File: src/rtl/hwag_div_scheduler.sv
// Round-robin scheduler that shares one sequential divider between NCH ignition channels.
// Optional WAIT watchdog is compiled in with `define HWAG_DIV_SCHED_TIMEOUT_EN.
module hwag_div_scheduler #(
  parameter int WIDTH   = 24,
  parameter int NCH     = 4,
  parameter int CHW     = 2,
  parameter int TIMEOUT = 64
) (
  input  logic                 clk,
  input  logic                 rst,
  input  logic [NCH-1:0]       req,
  input  logic [NCH*WIDTH-1:0] dividend_bus,
  input  logic [NCH*WIDTH-1:0] divider_bus,
  output logic [NCH-1:0]       done,
  output logic [WIDTH-1:0]     res_data,
  output logic [CHW-1:0]       res_ch,
  output logic                 busy,
  output logic                 err,
  output logic                 div_start,
  output logic [WIDTH-1:0]     div_dividend,
  output logic [WIDTH-1:0]     div_divider,
  input  logic [WIDTH-1:0]     div_result,
  input  logic                 div_rdy
);

  typedef enum logic [2:0] {IDLE, START, WAIT, ZDIV, DONE} state_t;

  state_t           state, next_state;
  logic [NCH-1:0]   pending, grant_mask;
  logic [CHW-1:0]   ptr, grant_ch, cur_ch, rr_idx;
  logic             grant_found, grant, timeout_hit;
  logic [WIDTH-1:0] sel_dividend, sel_divider;

  // First pending channel at or after ptr, wrapping modulo NCH.
  always_comb begin
    grant_found = 1'b0;
    grant_ch    = '0;
    rr_idx      = '0;
    for (int j = 0; j < NCH; j++) begin
      rr_idx = CHW'((int'(ptr) + j) % NCH);
      if (!grant_found && pending[rr_idx]) begin
        grant_found = 1'b1;
        grant_ch    = rr_idx;
      end
    end
  end

  assign grant        = (state == IDLE) && grant_found;
  assign grant_mask   = grant ? (NCH'(1) << grant_ch) : '0;
  assign sel_dividend = dividend_bus[int'(grant_ch)*WIDTH +: WIDTH];
  assign sel_divider  = divider_bus[int'(grant_ch)*WIDTH +: WIDTH];

`ifdef HWAG_DIV_SCHED_TIMEOUT_EN
  localparam int TW = $clog2(TIMEOUT + 1);
  logic [TW-1:0] wait_cnt;

  always_ff @(posedge clk) begin
    if (rst || state != WAIT) wait_cnt <= '0;
    else                      wait_cnt <= wait_cnt + 1'b1;
  end

  // Hit on the TIMEOUT-th WAIT cycle so done lands in the following cycle.
  assign timeout_hit = (state == WAIT) && (wait_cnt == TW'(TIMEOUT - 1));
`else
  assign timeout_hit = 1'b0;
`endif

  always_ff @(posedge clk) begin
    if (rst) state <= IDLE;
    else     state <= next_state;
  end

  always_comb begin
    next_state = state;
    div_start  = 1'b0;
    done       = '0;
    busy       = (state != IDLE);
    case (state)
      IDLE:    if (grant_found) next_state = (sel_divider == '0) ? ZDIV : START;
      START: begin
        div_start  = 1'b1;
        next_state = WAIT;
      end
      WAIT:    if (div_rdy || timeout_hit) next_state = DONE;
      ZDIV:    next_state = DONE;
      DONE: begin
        done       = NCH'(1) << cur_ch;
        next_state = IDLE;
      end
      default: next_state = IDLE;
    endcase
  end

  // A req landing in its own grant cycle re-arms pending, so it is served again later.
  always_ff @(posedge clk) begin
    if (rst) begin
      pending      <= '0;
      ptr          <= '0;
      cur_ch       <= '0;
      res_data     <= '0;
      res_ch       <= '0;
      err          <= 1'b0;
      div_dividend <= '0;
      div_divider  <= '0;
    end else begin
      pending <= (pending & ~grant_mask) | req;
      err     <= 1'b0;
      if (grant) begin
        cur_ch       <= grant_ch;
        div_dividend <= sel_dividend;
        div_divider  <= sel_divider;
      end
      if (state == WAIT && div_rdy) begin
        res_data <= div_result;
        res_ch   <= cur_ch;
      end else if ((state == WAIT && timeout_hit) || state == ZDIV) begin
        res_data <= '1;
        res_ch   <= cur_ch;
        err      <= 1'b1;
      end
      if (state == DONE) ptr <= (cur_ch == CHW'(NCH - 1)) ? '0 : cur_ch + 1'b1;
    end
  end

endmodule

File: config.mk
export PLATFORM = sky130hd
export DESIGN_NAME = hwag_div_scheduler
export DESIGN_NICKNAME = d
export VERILOG_FILES = /design/src/rtl/hwag_div_scheduler.sv
export SDC_FILE = /design/constraint.sdc
export NUM_CORES = 1
export LEC_CHECK = 0
export ABC_AREA = 1
export CORE_ASPECT_RATIO = 1.4
export CORE_MARGIN = 10
export CORE_UTILIZATION = 42
export CTS_BUF_LIST = sky130_fd_sc_hd__clkbuf_16
export DETAILED_ROUTE_END_ITERATION = 8
export HOLD_SLACK_MARGIN = 0.03
export PLACE_DENSITY_LB_ADDON = 0.2
export SYNTH_ARGS = -nofsm -noshare
export SYNTH_HDL_FRONTEND = slang
export SYNTH_SLANG_ARGS = --single-unit
File: constraint.sdc
create_clock -name clk -period 4.3 [get_ports clk]
set_clock_uncertainty 0.2 [all_clocks]
set_input_delay 1.29 -clock clk [delete_from_list [all_inputs] [get_ports clk]]
set_output_delay 1.29 -clock clk [all_outputs]
set_load 0.005 [all_outputs]
==> impl_summary.txt <==
----------------------------------------------------
[GRT]
  GRT Residual Overflow ... 0
  Initial antenna violation count ... 0
  Maximum number of pins on one net before global-route repair ... 77
  Number of global-route vias before repair ... 6130
  Global-route wire length before repair ... 34.2 mm
  Total routing usage reported by global routing ... 0.246

[Die]
  Total die area ... 17300 um^2
  Starting utilization of the core area ... 0.426
  Width of the die ... 114 um
  Core Footprint ... around 12000 um^2
  I/O pin total ... 304
  # rows ... 48
  Die boundary height ... about 150 um

[Timing]
  Unrepaired setup endpoints after global routing ... false
  Transition time of the tightest slew-check pin ... around 0.88 ns
  Count of final hold-check violations ... 0
  Fin. max-slew vios ... 0
  Headroom to the max-slew limit ... 0.411
  Setup-violating endpoint count in the final report ... 0
  Aggregate negative setup slack ... 0 ns
  Crit share post-route ... 0.777
  Max frequency ... ~0.30 GHz
  Min Tclk post-route ... ~3.3 ns

[Logic synthesis]
  Post-Synth Adder-Cell Area ... 0.00959
  Synthesized-area fraction occupied by ao, oa, aoi and oai cells ... 0.203
  Net Count, Synth ... 1012
  Avg Inst Size Synth ... ~6.6 um^2
  Xor-xnor portion of the synthesized cell area ... 0
  Proportion of synthesized area in mux cells ... 0
  Dominant synthesized flop cell ... dfxtp_1
  Register bit count reported by yosys ... between 80 and 90
  Synth Warn # ... 0
  Count of distinct cell types in the synthesized netlist ... 35
  Main combinational cell family by area after synthesis ... simple AND/OR/NAND/NOR gates
  Sequential cell area fraction in the yosys report ... 0.330
  Top cells by area in the synthesized netlist ... dfxtp_1 (33%), nand2_1 (14%), inv_1 (7.4%), o211ai_1 (6.5%), nor2_1 (5.4%)
  Top-area cell type share of the netlist area ... 0.330
  Yosys top cell by area ... dfxtp_1
  Post-synthesis async set-or-reset flop share ... 0
  Synthesized instance count ... between 700 and 800
  Synthesized area ... between 5000 and 6000 um^2
  Simple-gate share of the synthesized area ... 0.325
  Number of enable flip-flop cells after synthesis ... 0

[CTS]
  Post-CTS Setup Repair Bufs ... 0
  Hold bufs inserted after CTS ... 0
  H-tree depth ... 3
  Clock network latency to the later pin of the worst-skew pair ... around 0.34 ns
  Buffer depth of the longest clock path ... 2
  Clock Root Buffer ... clkbuf_16
  Number of buffers created by CTS ... 9
  Clock slew at the register clock pins of the worst setup and hold paths ... about 0.06 ns
  Number of sinks on the clock net ... 86
  Clock tree from TritonCTS ... done
  Post-CTS Resized ... 0

[Critical path]
  Required @ worst endpoint ... 2.81 ns
  Critical R2R Launch ... ptr[0]$_SDFFE_PP0P_
  Classification of the worst setup path ... reg2out
  CP Launch Type ... flip-flop
  Sort of element at the end of the critical path ... output port
  Crit path max fanout ... 5
  Origin of the worst setup path ... state[0]$_SDFFE_PP0P_
  Arrival time of data at the critical path endpoint ... 1.85 ns

[Power]
  Share of total power in the clock network ... 0.152
  Int Pwr ... ~3 mW
  Switching component of the power ... 2.50 mW
  Sw frac ... 0.448
  Largest voltage drop on the vdd net ... 0.646 mV
  Seq pwr share ... 0.225
  Reported leakage power ... approximately 3.9 nW
  Power density cells ... 648 nW/um^2
  Logic gate share of total power ... 0.623

[Route]
  Post-route DRC violation count ... 0
  Via/cell ratio ... roughly 5.2
  Routed WL ... between 20 and 25 mm
  Starting DRC count in detailed routing ... approximately 420
  Antenna-violating nets left ... 0
  Routed length per placed instance ... 18.6 um
  Total via count after detailed routing ... ~6300
  Drt first pass iters ... 5

[Finish]
  Finished Layout Cells ... ~1200
  Diodes inserted ... 0
  Most common cell after layout, fill and taps aside ... clkdlybuf4s50_1
  Highest-count cells in the layout ignoring fill and taps ... clkdlybuf4s50_1 (302), nand2_1 (188), inv_1 (103), dfxtp_1 (86), nor2_1 (75)
  Area Growth Syn to Fin ... 65.0%
  Post-layout utilization of the core ... 0.702
  Total number of nets in the final design ... around 1300
  Fraction of layout cells with a size suffix above 1 ... 0.0772

[Place]
  Placed cells ... ~1200
  RePlAce Congestion ... between 0.8 and 0.9
  Detailed Place HPWL ... roughly 18 mm
  Port bufs ... slightly above 300

[Status]
  Status ... complete, no violations

[Worst hold path]
  Worst min-delay path startpoint ... div_dividend[7]$_SDFFE_PP0P_
  Path class of the lowest-slack min-delay path ... reg2reg

[Job]
  Maximum capacitance violations ... 0

----------------------------------------------------
-- final cells by class --
class,count,area [um^2]
clock inverter,7,96.3
fill,1053,3650
multi-input combinational,532,2810
inverter,111,422
timing repair buffer,317,3150
sequential,86,1720
clock buffer,9,225
tap,150,188
-- final timing paths --
path	slack, ns	end	depth (start not counted)
hold reg to reg	0.30	div_dividend[7]$_SDFFE_PP0P_	2
setup / recovery	0.96	busy	3
setup reg to reg	0.97	state[1]$_SDFFE_PP0P_	19
hold / removal	0.30	div_dividend[7]$_SDFFE_PP0P_	2
-- power by group through the flow --
stage	Combinational [mW]	Sequential [mW]	Clock [mW]
after detailed placement	3.50	1.27	0
after global routing	3.89	1.29	0.893
final	3.47	1.26	0.845
after global placement	3.47	1.26	0
after CTS	3.51	1.26	0.855
after floorplan	2.12	1.26	0
-- worst max-delay path, cell delays in order (launching register included) --
cell and delay [ns]:
dfxtp_1 0.35, nor3_1 0.52, inv_1 0.15, clkdlybuf4s50_1 0.48
-- cells by family (layout without fill, tap and decap cells) --
family	count (synthesis)	in the layout
flip-flops	86	86
AND/OR/NAND/NOR	384	384
buffers and inverters	167	444
adder cells (fa/ha/maj)	4	4
AO/OA/AOI/OAI	144	144
-- Yosys cell counts (7+ instances only) --
library cell    n
nand3_1        51
o21ai_0        31
o211ai_1       45
or2_2          12
buf_2          12
a31oi_1         7
a21oi_1        14
a22oi_1        14
inv_1         103
nand4_1        32
nand2_1       189
buf_1          11
or2_0           9
nor2_1         75
o221a_2        24
clkbuf_1       26
dfxtp_1        86
-- sequential cells by signal, indices dropped and copies added (netlist names) --
signal / cells
res_data: 24
err: 1
pending: 4
div_dividend: 24
cur_ch: 2
res_ch: 2
ptr: 2
div_divider: 24
state: 3
-- per-stage QoR --
step                      worst slack (ns)  instance area (um^2)  power [mW]  hold WS (ns)
after detailed placement             0.975                  8280        4.77         0.280
after global routing                 0.601                  8610        6.06         0.327
after CTS                            0.949                  8610        5.62         0.302
after global placement                1.02                  8280        4.73         0.280
after floorplan                       1.63                  5220        3.38         0.291
final                                0.959                  8610        5.57         0.300
-- per-layer routing --
| metal | share of wire | wire length [um] | global-route usage | vias to the layer above |
|---|---|---|---|---|
| met2 | 0.50 | 11200 | 0.424 | 303 |
| met5 | 0 | 0 | 0 | - |
| met4 | 0.017 | 379 | 0.0730 | 0 |
| met3 | 0.10 | 2350 | 0.0875 | 18 |
| li1 | - | - | - | 3152 |
| met1 | 0.38 | 8530 | 0.274 | 2828 |
Note: power is estimated with default switching activity, not from simulation.
